`config.mk`:
```
export PLATFORM = sky130hd
export DESIGN_NAME = led_frame_loader
export DESIGN_NICKNAME = d
export VERILOG_FILES = /design/src/rtl/led_frame_loader.sv
export SDC_FILE = /design/constraint.sdc
export NUM_CORES = 1
export LEC_CHECK = 0
export BUFFER_PORTS_ARGS = -buffer_cell sky130_fd_sc_hd__buf_4
export CAP_MARGIN = 20
export CORE_ASPECT_RATIO = 1.75
export CORE_MARGIN = 2
export CORE_UTILIZATION = 62
export DETAILED_ROUTE_END_ITERATION = 8
export MAX_ROUTING_LAYER = met4
export PLACE_DENSITY = 0.85
export SYNTH_ARGS = -nofsm -noshare
export SYNTH_HDL_FRONTEND = slang
export SYNTH_SLANG_ARGS = --single-unit
```
`constraint.sdc`:
```
create_clock -name clk -period 4.9 [get_ports clk]
set_clock_uncertainty 0.05 [all_clocks]
set_input_delay 0.49 -clock clk [delete_from_list [all_inputs] [get_ports clk]]
set_output_delay 0.49 -clock clk [all_outputs]
set_load 0.02 [all_outputs]
```
`src/rtl/led_frame_loader.sv`:
```
// LED frame loader: holds a multi-word frame and feeds it word by word
// to the P2S serializer, with periodic refresh and a per-word timeout.
module led_frame_loader #(
  parameter int BIT_WIDTH      = 8,
  parameter int NUM_BYTES      = 2,
  parameter int REFRESH_CYCLES = 50000,
  parameter int TIMEOUT_CYCLES = 64
) (
  input  logic                           clk,
  input  logic                           rst_n,
  input  logic [NUM_BYTES*BIT_WIDTH-1:0] frame_data,
  input  logic                           frame_valid,
  output logic                           frame_ready,
  input  logic                           refresh_en,
  input  logic                           p2s_idle,
  output logic [BIT_WIDTH-1:0]           par_in,
  output logic                           start,
  output logic                           busy,
  output logic                           frame_done,
  output logic                           timeout_err
);

  localparam int FW = NUM_BYTES * BIT_WIDTH;
  localparam int IW =
    (NUM_BYTES > 1) ? $clog2(NUM_BYTES) : 1;
  localparam int TW =
    (TIMEOUT_CYCLES > 1) ? $clog2(TIMEOUT_CYCLES) : 1;
  localparam int RW =
    (REFRESH_CYCLES > 1) ? $clog2(REFRESH_CYCLES) : 1;

  localparam logic [IW-1:0] IDX_TOP = IW'(NUM_BYTES - 1);
  localparam logic [TW-1:0] TMO_MAX = TW'(TIMEOUT_CYCLES - 1);
  localparam logic [RW-1:0] REF_MAX = RW'(REFRESH_CYCLES - 1);

  typedef enum logic [2:0] {
    IDLE, PREP, LOAD, ARM, WAIT, DONE
  } state_e;

  state_e         state_q, state_d;
  logic [FW-1:0]  shadow_q, shadow_d;
  logic [BIT_WIDTH-1:0] par_in_q, par_in_d;
  logic [IW-1:0]  idx_q, idx_d;
  logic [TW-1:0]  tmo_q, tmo_d;
  logic [RW-1:0]  ref_q, ref_d;
  logic           have_q, have_d;
  logic           err_q, err_d;

  // start is a pure state decode so the serializer's EN cannot loop back
  assign start       = (state_q == LOAD);
  assign frame_ready = (state_q == IDLE);
  assign busy        = (state_q != IDLE);
  assign frame_done  = (state_q == DONE);
  assign par_in      = par_in_q;
  assign timeout_err = err_q;

  always_comb begin
    state_d  = state_q;
    shadow_d = shadow_q;
    par_in_d = par_in_q;
    idx_d    = idx_q;
    tmo_d    = tmo_q;
    ref_d    = ref_q;
    have_d   = have_q;
    err_d    = err_q;
    unique case (state_q)
      IDLE: begin
        if (frame_valid) begin
          shadow_d = frame_data;
          have_d   = 1'b1;
          err_d    = 1'b0;
          idx_d    = IDX_TOP;
          tmo_d    = '0;
          ref_d    = '0;
          state_d  = PREP;
        end else if (refresh_en && have_q) begin
          if (ref_q == REF_MAX) begin
            ref_d   = '0;
            idx_d   = IDX_TOP;
            tmo_d   = '0;
            state_d = PREP;
          end else begin
            ref_d = ref_q + 1'b1;
          end
        end else if (!refresh_en) begin
          ref_d = '0;
        end
      end
      PREP: begin
        par_in_d = shadow_q[idx_q*BIT_WIDTH +: BIT_WIDTH];
        if (p2s_idle) begin
          state_d = LOAD;
        end else if (tmo_q == TMO_MAX) begin
          err_d   = 1'b1;
          state_d = IDLE;
        end else begin
          tmo_d = tmo_q + 1'b1;
        end
      end
      LOAD: state_d = ARM;
      ARM: begin
        tmo_d   = '0;
        state_d = WAIT;
      end
      WAIT: begin
        if (p2s_idle) begin
          if (idx_q == '0) begin
            state_d = DONE;
          end else begin
            idx_d   = idx_q - 1'b1;
            tmo_d   = '0;
            state_d = PREP;
          end
        end else if (tmo_q == TMO_MAX) begin
          err_d   = 1'b1;
          state_d = IDLE;
        end else begin
          tmo_d = tmo_q + 1'b1;
        end
      end
      DONE: begin
        ref_d   = '0;
        state_d = IDLE;
      end
      default: state_d = IDLE;
    endcase
  end

  always_ff @(posedge clk or negedge rst_n) begin
    if (!rst_n) begin
      state_q  <= IDLE;
      shadow_q <= '0;
      par_in_q <= '0;
      idx_q    <= '0;
      tmo_q    <= '0;
      ref_q    <= '0;
      have_q   <= 1'b0;
      err_q    <= 1'b0;
    end else begin
      state_q  <= state_d;
      shadow_q <= shadow_d;
      par_in_q <= par_in_d;
      idx_q    <= idx_d;
      tmo_q    <= tmo_d;
      ref_q    <= ref_d;
      have_q   <= have_d;
      err_q    <= err_d;
    end
  end

endmodule

```
==> metrics list <==
- Arrival time of data at the critical path endpoint: around 2.7 ns
- Synthesis Warnings: 0
- The worst setup path is of the flop to flop kind.
- Data required time at the worst endpoint: 5.08 ns
* DRC Markers: 0
* CTS tree: yes
* Number of buffers inserted for hold repair after clock tree synthesis: 0
- Max-cap violations: 0
- Prevailing post-synth register cell: sky130_fd_sc_hd__dfrtp_1
- The detailed router finished its first iteration with 64 violations.
- Post-synth cell types: 54
- In the routed layout, each cell is associated on average with a via count of 6.12.
- The worst setup path is launched from a flop.
- Among all stages on the critical path, the largest delay is contributed by sky130_fd_sc_hd__dfrtp_1.
- Final antenna diode count: 0
- Remaining antenna violation count: 0
- After synthesis, the largest area contributor takes up 48.1% of total cell area.
* Asr flop ratio synth: between 90% and 100%
- Area taken by multi-input logic gates: around 0.0013 sq mm
- Cell chain of the critical path: xor2_1 > or3_1 > or3_4 > or4_1 > o21ai_1
- Final hold vios: 0
- The die is around 54 um wide.
- The number of nets handed over by synthesis was 288.
- Static power due to leakage: around 1.3 nW
* Clock latency on the worst-skew pair: approximately 0.30 ns
- Antenna violations before repair: 0
- Total congestion overflow: 0
- Number of buffers created by CTS: 5
- Floorplan Core Area: just over 0.004 sq mm
- Together, buffers and inverters on the worst path number 0.
* Delay of the slowest cell on the worst path: a little under 0.6 ns
- The first global-routing pass estimated between 9000 and 10,000 um of wire.
- The die covers approximately 0.0049 sq mm.
- In this run the number of H-tree levels came out at 2.
* Worst slew slack as a fraction of its limit: 29.3%
- Cells after synthesis: 265
- Once the clock tree was built, the resizer swapped 0 gates to a different size.
- Based on the critical path, the design can be clocked at up to approximately 0.4 GHz.
* Depth of the worst register-to-register path: 5
- In the final layout, flip-flops and latches occupy around 0.0013 sq mm.
- After detailed routing, the total wire length is between 5000 and 6000 um.
- Setup repair after global routing missed its margin: false
* Clock Root Buffer: sky130_fd_sc_hd__clkbuf_8
* Outcome: finished clean
- Endpoint of the most critical register-to-register path: ref_q[6]
- Peak fanout along the critical path: 18
- Sequential element share of the synthesized area: 48.1%
- VDD IR max: ~0.44 mV
* Avg WL per Cell: 15.6 um
* Sinks on the clock net: 52
* Clock slew seen by the registers of the worst setup and hold paths: about 0.090 ns
* Worst slack at placement: 2.39 ns
* Post-route worst setup slack: roughly 2.4 ns
* Leading area contributor after synthesis: sky130_fd_sc_hd__dfrtp_1
- Pin placement for this block handled 34 I/O pins.
- In this run the cell area of the synthesized design comes to about 0.0027 sq mm.
- Postcts setup bufs: 0
* DP Wirelength: around 3700 um
- The worst path needs between 2 and 3 ns of the cycle, external delays included.
- The post-route netlist has about a quarter of its cells at a drive strength greater than 1.
- Largest net degree at the start of global routing: 53
- Iteration count of the initial detailed-routing pass: 4
* Number of buffers inserted by port buffering: 33
- Mean instance size in the synthesized netlist: 10.2 sq um
* FILL cells: approximately 290
- Setup violations remaining at the end of the flow were counted as 0.
- Deepest clock path buffer count: 2
* Via total after detailed routing: 2,087
* Gate family responsible for the most delay along the worst path: simple AND/OR/NAND/NOR gates
- Number of global-route vias before repair: between 2,000 and 2,500
- Share of the clock period used by the worst path after layout: about half
* Die span in y: between 90 and 100 um
- Final-stage net count: between 300 and 400
- Leading cell types by total area after synthesis: sky130_fd_sc_hd__dfrtp_1 48%, sky130_fd_sc_hd__mux2_2 6.7%, sky130_fd_sc_hd__nor2_1 3.6%, sky130_fd_sc_hd__a21oi_1 3.5%, sky130_fd_sc_hd__o21ai_0 3.1%
- Routability-driven placement finished with a final weighted congestion of between 0.8 and 0.9.
- Setup total negative slack on the finished layout was measured at 0 ns.
* Num rows: 31
- The number of pins with negative max-slew slack in the final report came to 0.
- R2r startpoint: state_q[2]
* Overall track demand over capacity in global routing: approximately 26%
- At the pin with the least slew margin, the transition time is 1.06 ns.
- The synthesized design contains 0 enable-type register cells.
- The min-delay analysis places its worst path in the category input port to asynchronous set/reset pin.
- The initial utilization of the core area, before any placement, comes to between 60% and 70%.
- The worst register-to-register path has a setup slack of ~2.4 ns.
- After synthesis the netlist holds a flip-flop and latch count of 52.
- From synthesis to final layout, the design area changed by 11.2%.
- CP Capture Type: flop
- Ratio of total power to cell area: between 500 and 600 mW/mm^2
kinds of logic (layout without fill, tap and decap cells):
| logic type | count (synthesis) | in the layout | synth area share [%] |
|---|---|---|---|
| AND/OR/NAND/NOR | 100 | 100 | 20.6 |
| AO/OA/AOI/OAI | 63 | 63 | 15.6 |
| flip-flops | 52 | 52 | 48.1 |
| multiplexers | 24 | 24 | 9.63 |
| buffers and inverters | 23 | 50 | 4.82 |
| adder cells (fa/ha/maj) | 2 | 2 | 0.926 |
| XOR/XNOR | 1 | 1 | 0.324 |
cell usage after synthesis, drive strengths merged (3+ instances only):
cell,number
inv,10
nand4,5
nor2,27
a21oi,19
nor3,9
a31oi,5
clkbuf,5
o21ai,18
a21o,3
mux2,16
and2,5
buf,8
o41ai,3
nand3,9
o31ai,4
or3,6
o22a,3
nand2,17
and3,4
dfrtp,52
mux2i,8
where the power goes:
| group | internal, mW | switching, mW | leakage [nW] | total, mW |
|---|---|---|---|---|
| registers | 0.565 | 0.133 | 0.654 | 0.698 |
| clock network | 0.0969 | 0.135 | 0.0400 | 0.232 |
| logic | 0.306 | 0.368 | 0.624 | 0.674 |
metrics by stage:
stage                     std cells  hold slack, ns  area [sq um]  power (mW)  utilization (%)
final                           341           0.147          3010        1.60             72.4
after global routing            341           0.216          3010        1.71             72.4
after CTS                       341           0.174          3010        1.62             72.4
after detailed placement        334           0.444          2920        1.38             70.5
after global placement          334           0.436          2920        1.35             70.5
after floorplan                 265           0.144          2700        1.20                -
cell usage in the layout, fill, tap and decap left out, drive strengths merged, types with 2 or more instances in the layout:
cell type and instances:
a21o 3, a21oi 19, a31oi 5, and2 5, and3 4, and4 2
buf 33, clkbuf 5, dfrtp 52, ha 2, inv 10, mux2 16
mux2i 8, nand2 17, nand3 9, nand4 5, nand4b 2, nor2 27
nor3 9, o21ai 18, o22a 3, o31ai 4, o41ai 3, or2 2
or3 6, or3b 2, or4 2
state kept, by name, summed over array words and instances, names as in the netlist:
signal,cells
have_q,1
idx_q,1
par_in,8
ref_q,16
shadow_q,16
state_q,3
timeout_err,1
tmo_q,6
layer usage:
metal | global-route usage [%] | up-vias | share of wire, %
li1 | - | 1012 | -
met1 | 28.3 | 1008 | 39
met2 | 44.1 | 57 | 55
met3 | 4.28 | 10 | 3.8
met4 | 9.62 | 0 | 2.1
met5 | - | - | 0
area by class of cell:
type                            count  share of cell area (%)
Multi-Input combinational cell    190                    42.5
Timing Repair Buffer               33                    8.24
Clock buffer                        5                    2.29
Sequential cell                    52                    43.3
Clock inverter                      2                   0.416
Tap cell                           49                    2.04
Inverter                           10                    1.25
worst max-delay path by stage:
stage | startpoint | end | slack [ns] | cells past startpoint
2_1_floorplan | state_q[0] | shadow_q[10] | 2.48 | 6
3_3_place_gp | refresh_en | ref_q[6] | 2.42 | 6
3_5_place_dp | refresh_en | ref_q[6] | 2.39 | 6
4_1_cts | state_q[2] | ref_q[6] | 2.40 | 5
5_1_grt | state_q[2] | ref_q[6] | 2.24 | 5
6_report | state_q[2] | ref_q[6] | 2.36 | 5
worst reg2reg max path, delay by kind of cell (launching register included):
| kind | cells | cell delay [ns] |
|---|---|---|
| xor gates and xnor gates | 1 | 0.18 |
| DFF | 1 | 0.58 |
| AOI/OAI and AO/OA | 1 | 0.09 |
| and+or+nand+nor | 3 | 1.57 |
No activity file was read; power rests on OpenSTA's default activity.
